--- src/rtl/cpu_clk_gen.sv ---
// Runtime-programmable CPU clock divider with run/halt/single-step modes,
// ratio reload on period boundaries, tick strobes and a rising-edge counter.
module cpu_clk_gen #(
  parameter int unsigned CNT_W       = 32,
  parameter int unsigned DEFAULT_DIV = 50000000,
  parameter int unsigned SYNC_STAGES = 2
) (
  input  logic             clk,
  input  logic             rst_n,
  input  logic [1:0]       mode,
  input  logic             step_req,
  input  logic [CNT_W-1:0] div_val,
  input  logic             div_load,
  output logic             clk_out,
  output logic             tick_rise,
  output logic             tick_fall,
  output logic             busy,
  output logic [31:0]      cycles
);

  localparam logic [CNT_W-1:0] DIV_RST   = CNT_W'(DEFAULT_DIV);
  localparam logic [1:0]       MODE_RUN  = 2'b00;
  localparam logic [1:0]       MODE_STEP = 2'b01;

  typedef enum logic [1:0] {
    S_IDLE = 2'd0,
    S_RUN  = 2'd1,
    S_STEP = 2'd2
  } state_e;

  state_e                 state_q, state_d;
  logic [CNT_W-1:0]       cnt_q, cnt_d;
  logic [CNT_W-1:0]       div_q, div_d;
  logic [CNT_W-1:0]       shadow_q, shadow_d;
  logic                   pending_q, pending_d;
  logic [SYNC_STAGES-1:0] sync_q;
  logic                   step_prev_q;
  logic                   clk_out_q, clk_out_d;
  logic                   tick_rise_q, tick_rise_d;
  logic                   tick_fall_q, tick_fall_d;
  logic [31:0]            cycles_q, cycles_d;

  logic step_edge;
  logic terminal;
  logic rise_term;
  logic fall_term;
  logic apply;

  // step_req is asynchronous; only a clean synchronised rising edge counts.
  always_ff @(posedge clk) begin
    if (!rst_n) begin
      sync_q      <= '0;
      step_prev_q <= 1'b0;
    end else begin
      sync_q      <= {sync_q[SYNC_STAGES-2:0], step_req};
      step_prev_q <= sync_q[SYNC_STAGES-1];
    end
  end

  assign step_edge = sync_q[SYNC_STAGES-1] & ~step_prev_q;

  assign terminal  = (state_q != S_IDLE) && (cnt_q == div_q);
  assign rise_term = terminal && !clk_out_q;
  assign fall_term = terminal &&  clk_out_q;

  // A new ratio only takes effect on a half-period boundary or while idle,
  // so a running period is never truncated.
  assign apply = (state_q == S_IDLE) || terminal;

  always_comb begin
    div_d     = div_q;
    shadow_d  = shadow_q;
    pending_d = pending_q;
    if (apply && pending_q) begin
      div_d = shadow_q;
    end
    if (div_load) begin
      shadow_d  = div_val;
      pending_d = 1'b1;
    end else if (apply) begin
      pending_d = 1'b0;
    end
  end

  always_ff @(posedge clk) begin
    if (!rst_n) begin
      state_q <= S_IDLE;
    end else begin
      state_q <= state_d;
    end
  end

  always_comb begin
    state_d = state_q;
    unique case (state_q)
      S_IDLE: begin
        if (mode == MODE_RUN) begin
          state_d = S_RUN;
        end else if ((mode == MODE_STEP) && step_edge) begin
          state_d = S_STEP;
        end
      end
      S_RUN: begin
        if (fall_term && (mode != MODE_RUN)) begin
          state_d = S_IDLE;
        end
      end
      S_STEP: begin
        if (fall_term) begin
          state_d = S_IDLE;
        end
      end
      default: state_d = S_IDLE;
    endcase
  end

  // Ticks are registered alongside clk_out so all three change together.
  always_comb begin
    cnt_d       = '0;
    clk_out_d   = 1'b0;
    tick_rise_d = 1'b0;
    tick_fall_d = 1'b0;
    cycles_d    = cycles_q + {31'd0, rise_term};
    if (state_q != S_IDLE) begin
      tick_rise_d = rise_term;
      tick_fall_d = fall_term;
      if (terminal) begin
        cnt_d     = '0;
        clk_out_d = ~clk_out_q;
      end else begin
        cnt_d     = cnt_q + {{(CNT_W-1){1'b0}}, 1'b1};
        clk_out_d = clk_out_q;
      end
    end
  end

  always_ff @(posedge clk) begin
    if (!rst_n) begin
      cnt_q       <= '0;
      div_q       <= DIV_RST;
      shadow_q    <= DIV_RST;
      pending_q   <= 1'b0;
      clk_out_q   <= 1'b0;
      tick_rise_q <= 1'b0;
      tick_fall_q <= 1'b0;
      cycles_q    <= '0;
    end else begin
      cnt_q       <= cnt_d;
      div_q       <= div_d;
      shadow_q    <= shadow_d;
      pending_q   <= pending_d;
      clk_out_q   <= clk_out_d;
      tick_rise_q <= tick_rise_d;
      tick_fall_q <= tick_fall_d;
      cycles_q    <= cycles_d;
    end
  end

  assign clk_out   = clk_out_q;
  assign tick_rise = tick_rise_q;
  assign tick_fall = tick_fall_q;
  assign busy      = (state_q != S_IDLE);
  assign cycles    = cycles_q;

endmodule

--- config.mk ---
export PLATFORM = sky130hd
export DESIGN_NAME = cpu_clk_gen
export DESIGN_NICKNAME = d
export VERILOG_FILES = /design/src/rtl/cpu_clk_gen.sv
export SDC_FILE = /design/constraint.sdc
export NUM_CORES = 1
export LEC_CHECK = 0
export CORE_ASPECT_RATIO = 1.1
export CORE_MARGIN = 2
export CORE_UTILIZATION = 51
export CTS_BUF_LIST = sky130_fd_sc_hd__clkbuf_16
export DETAILED_ROUTE_END_ITERATION = 12
export HOLD_SLACK_MARGIN = 0.03
export PLACE_DENSITY = 0.76
export SLEW_MARGIN = 20
export SYNTH_ARGS = -nofsm -noshare
export SYNTH_HDL_FRONTEND = slang
export SYNTH_SLANG_ARGS = --single-unit
--- constraint.sdc ---
create_clock -name clk -period 3.1 [get_ports clk]
set_input_delay 0.62 -clock clk [delete_from_list [all_inputs] [get_ports clk]]
set_output_delay 0.62 -clock clk [all_outputs]
set_load 0.01 [all_outputs]
# After elaboration in Yosys (flattened, before gate mapping)
# Cells that the tools add are included.
# W data, S select, Z words.
totals:
  register_bits: 137
  out_inout_bits: 36
  elab_cells: 48
  in_bits: 38
op_classes:
  n_eq_ne: 7
  muxes: 7
  bitwise: 5
  reduce_logical: 16
  n_addsub: 2
ops:
  columns: ["operator", "n"]
  rows:
  - ["$add A32 B1 Y32", 1]
  - ["$add A32 B1 Y32 const B", 1]
  - ["$eq A32 B32 Y1", 1]
  - ["$mux W2", 4]
  - ["$logic_and A1 B1 Y1", 6]
  - ["$pmux W2 S3", 1]
  - ["$reduce_bool A2 Y1", 3]
  - ["$eq A2 B1 Y1 const B", 2]
  - ["$logic_not A2 Y1", 2]
  - ["$ne A2 B2 Y1 const B", 2]
  - ["$not A1 Y1", 4]
  - ["$ne A3 B1 Y1 const B", 1]
  - ["$reduce_and A3 Y1", 1]
  - ["$reduce_or A3 Y1", 1]
  - ["$eq A2 B2 Y1 const B", 1]
  - ["$mux W1", 2]
  - ["$reduce_and A2 Y1", 1]
  - ["$and A1 B1 Y1", 1]
  - ["$logic_not A1 Y1", 1]
  - ["$logic_or A1 B1 Y1", 1]

# Depth between registers and ports, before layout
depth:
  word_depth: 6
  mapped_depth: 14
  mapped_depth_nobuf: 12

# Worst setup path after synthesis
# Ideal clock, no wire load.
synth_timing:
  path_type: "register -> register"
  from: "reg cnt_q[2]"
  to: "reg cycles_q[28], in the netlist cycles[28]"
  t_required_ps: 2972
  t_arrival_ps: 2948
  n_path_buf: 2
  path_slack_ps: 25
  period_less_slack_ps: 3075
  stages_incl_launch_ff: 15
  setup_time_ps: 128
  path_cell_list: "dfxtp_1 clkbuf_2 xor2_1 nor4_2 and4_1 buf_2 nand3_1 nor2_1 ha_1 ha_1 nand3_1 nor4_2 nand4_1 xor2_1 nor2_1"
synth_between:
  elab_chain_len: 4
synth_rtl:
  columns: ["element", "line", "text"]
  rows:
  - ["start, declared", "32", "logic [CNT_W-1:0] cnt_q, cnt_d;"]
  - ["start signal, assigned", "148", "cnt_q <= cnt_d;"]
  - ["$eq A32 B32 Y1", "62", "assign terminal = (state_q != S_IDLE) && (cnt_q == div_q);"]
  - ["$logic_and A1 B1 Y1", "62", null]
  - ["$logic_and A1 B1 Y1", "63", "assign rise_term = terminal && !clk_out_q;"]
  - ["named net rise_term", "45", "logic rise_term;"]
  - ["$add A32 B1 Y32", "123", "cycles_d = cycles_q + {31'd0, rise_term};"]
  - ["end signal, assigned", "155", "cycles_q <= cycles_d;"]
  - ["end, declared", "41", "logic [31:0] cycles_q, cycles_d;"]
# The timed path passes the listed nets, and every way through them passes these cells.
# A chain may end at the register's enable or synchronous reset.

# Worst setup path in the final report
layout_timing:
  from: "reg cnt_q[26]"
  to: "reg cycles_q[28], in the netlist cycles[28]"
# The elaborated chain is that of the path after synthesis.

==> key figures <==
Logic synthesis
  – Most frequently used flop master after synthesis: sky130_fd_sc_hd__dfxtp_1
  – Fraction of the yosys area taken by sequential cells: 0.417
  – Largest area contributor in the netlist: sky130_fd_sc_hd__dfxtp_1
  – Fraction of post-synthesis cell area in the top cell type by area: 0.417
  – Mapped Cells: 722
  – Number of synthesis warnings: 0
  – FF+latch count, synth: 137
  – Cell types with the largest area share after synthesis: sky130_fd_sc_hd__dfxtp_1 (42%), sky130_fd_sc_hd__xor2_1 (9.9%), sky130_fd_sc_hd__mux2i_1 (4.9%)
  – Cell area after synthesis: 6580 µm²
  – Number of synthesized flops with an enable pin: 0
  – Number of library cell types mapped by synthesis: 37
  – Synth async-reset ratio: 0
  – Net count of the mapped netlist: 763
  – Mean area per synthesized cell: 9.11 µm²

STA
  – Hold Violations, Final: 0
  – Setup-failing EPs final: 0
  – Final Critical Period: 2.93 ns
  – Worst hold margin: 0.445 ns
  – Skew final: 0.0104 ns
  – Total negative setup slack: 0 ns
  – Number of max-slew violations in the final report: 0
  – Highest attainable clock frequency: 341 MHz
  – Final period utilization: 0.945
  – Transition at the pin with the smallest max-transition slack: 1.01 ns
  – Worst max-slew margin expressed relative to the limit: 0.328

Finish
  – Most common library cell in the layout ignoring fill and taps: sky130_fd_sc_hd__dfxtp_1
  – Layout cell share with drive strength beyond 1: 0.0854
  – Inserted Diodes: 0
  – Area added between synthesis and finish: 21.7%
  – Highest-count cells in the layout ignoring fill and taps: sky130_fd_sc_hd__dfxtp_1 (132), sky130_fd_sc_hd__nor2_1 (84), sky130_fd_sc_hd__xor2_1 (74)
  – Layout Nets: 813

Route
  – Routed wire length: 17,000 µm
  – Overall via count from detail_route: 5,843
  – # DRC: 0
  – Via-to-Cell Ratio: 6.20
  – Number of DRC violations after detailed-routing iteration 0: 472
  – Number of nets still failing antenna checks after routing: 0
  – First-pass iteration count of the detailed router: 5
  – Average wire per standard cell: 18.1 µm

Setup path
  – Worst setup path category: reg2reg
  – Source of the critical timing path: cnt_q[26]
  – Data arrival time at the worst-slack endpoint: 3.24 ns
  – R2R Path Start: cnt_q[26]
  – Startpoint class of the critical path: register
  – Endpoint class of the critical path: register
  – Worst-path maximum fanout: 9
  – Data required time of the critical path: 3.41 ns

Placement
  – Quantity of I/O buffers inserted on ports: 73
  – HPWL reported at the end of detailed placement: 11,300 µm
  – Weighted congestion reported at the end of routability-driven placement: 0.874

Die
  – Area of the core region: 12,600 µm²
  – Effective utilization at floorplan: 0.522
  – # rows: 43
  – Top-Level Pins: 74
  – Floorplan die height: 123 µm
  – Overall die area: 13,800 µm²
  – Chip width: 112 µm

Global route
  – Total gr overflow: 0
  – Overall routing resource usage: 0.253
  – Vias in the first global route: 5,684
  – Number of antenna violations at the first check in global routing: 0
  – Wire length of the first global-routing pass: 28,200 µm
  – Maximum number of pins on one net before global-route repair: 51

Clock network
  – Number of sinks on the clock net: 137
  – Cell at the root of the clock tree: sky130_fd_sc_hd__clkbuf_16
  – Clock-pin slew reported for the worst setup and hold paths after clock tree synthesis: 0.06 ns
  – Number of buffers inserted during clock tree synthesis: 17
  – Clock tree from TritonCTS: done
  – Clock H-tree levels: 4
  – Number of hold-repair buffers added at the cts stage: 0
  – CTS max path bufs: 2
  – Clock latency at the later pin of the worst-skew pair: 0.43 ns

Hold path
  – Source of the worst hold timing path: sync_q[0]
  – Hold Crit Class: reg2reg

Run
  – Count of maximum capacitance violations: 0

Pwr
  – Peak VDD IR: 372 µV
  – Leak: 2.83 nW
  – Total power divided by cell area: 493 nW/µm²

Status
  – Run status: complete, no violations
## worst paths after layout
path / endpoint / cells after the start / slack, ns
max: cycles[28] / 13 / 0.17
min: sync_q[1] / 1 / 0.44
max reg2reg: cycles[28] / 13 / 0.17
min reg2reg: sync_q[1] / 1 / 0.44
## synth_stat cells (all sizes together), types with 14 or more instances
library cell / count
nor2: 85
nand4: 19
a41oi: 20
o211ai: 21
dfxtp: 137
mux2i: 32
and4: 16
buf: 15
xor2: 74
o2111ai: 20
xnor2: 14
nand2: 29
nand3: 45
clkbuf: 46
nor3b: 32
## state kept, by name, summed over array words and instances, names as in the netlist
| name | cells |
|---|---|
| cycles | 32 |
| tick_rise | 1 |
| clk_out | 1 |
| shadow_q | 32 |
| step_prev_q | 1 |
| cnt_q | 32 |
| state_q | 2 |
| sync_q | 2 |
| pending_q | 1 |
| tick_fall | 1 |
| div_q | 32 |
## through the flow
| step | power (mW) | setup slack [ns] | util | cell area, µm² | cells |
|---|---|---|---|---|---|
| finish | 3.95 | 0.170 | 0.636 | 8000 | 942 |
| global route | 4.07 | -0.0468 | 0.636 | 8000 | 942 |
| CTS | 3.97 | 0.150 | 0.631 | 7950 | 941 |
| detailed placement | 2.14 | 0.190 | 0.588 | 7410 | 909 |
| global placement | 2.13 | 0.249 | 0.588 | 7410 | 909 |
| floorplan | 2.03 | 0.0248 | - | 6580 | 722 |
## metal layers
layer  wire (µm)  track usage  vias up
met5           0            0        -
met4         463        0.111        0
met1        7220        0.317     2824
li1            -            -     2764
met3         977       0.0480       45
met2        8360        0.429      210
## report_power, final
part           leakage (nW)  switching, mW  internal, mW
clock                 0.266          0.759          1.08
sequential             1.12         0.0494          1.80
combinational          1.45          0.137         0.115
total                  2.83          0.945          3.00
## worst max-delay path: stages (launching register included)
cell                      delay (ns)
sky130_fd_sc_hd__dfxtp_1        0.44
sky130_fd_sc_hd__xor2_1         0.11
sky130_fd_sc_hd__nor4_1         0.38
sky130_fd_sc_hd__and4_1         0.29
sky130_fd_sc_hd__nand3_1        0.13
sky130_fd_sc_hd__nor2_1         0.12
sky130_fd_sc_hd__ha_1           0.18
sky130_fd_sc_hd__ha_2           0.22
sky130_fd_sc_hd__nand3_1        0.13
sky130_fd_sc_hd__nor4_2         0.27
sky130_fd_sc_hd__buf_4          0.21
sky130_fd_sc_hd__nand4_1        0.12
sky130_fd_sc_hd__xor2_1         0.16
sky130_fd_sc_hd__nor2_1         0.05
## layout make-up
cell class,count,area [µm²]
fill,1048,4590
multi-input combinational,518,3610
sequential,137,2750
timing repair buffer,92,888
clock buffer,17,425
tap,157,196
clock inverter,15,111
inverter,6,22.5
## logic make-up (layout without fill, tap and decap cells)
logic type	Yosys count	in the layout	share of synthesized area
and+or+nand+nor	283	283	0.237
muxes	32	32	0.0487
adders and majority gates	3	3	0.00571
AOI/OAI and AO/OA	112	112	0.133
xor gates and xnor gates	88	88	0.117
buffers and inverters	67	130	0.0415
DFF	137	137	0.417
## timing repair
action	in CTS	in global routing
hold endpoints to repair	0	0
setup endpoints to repair	0	17
resized for setup	0	12
setup buffers	0	1
No activity file was read; power rests on OpenSTA's default activity.
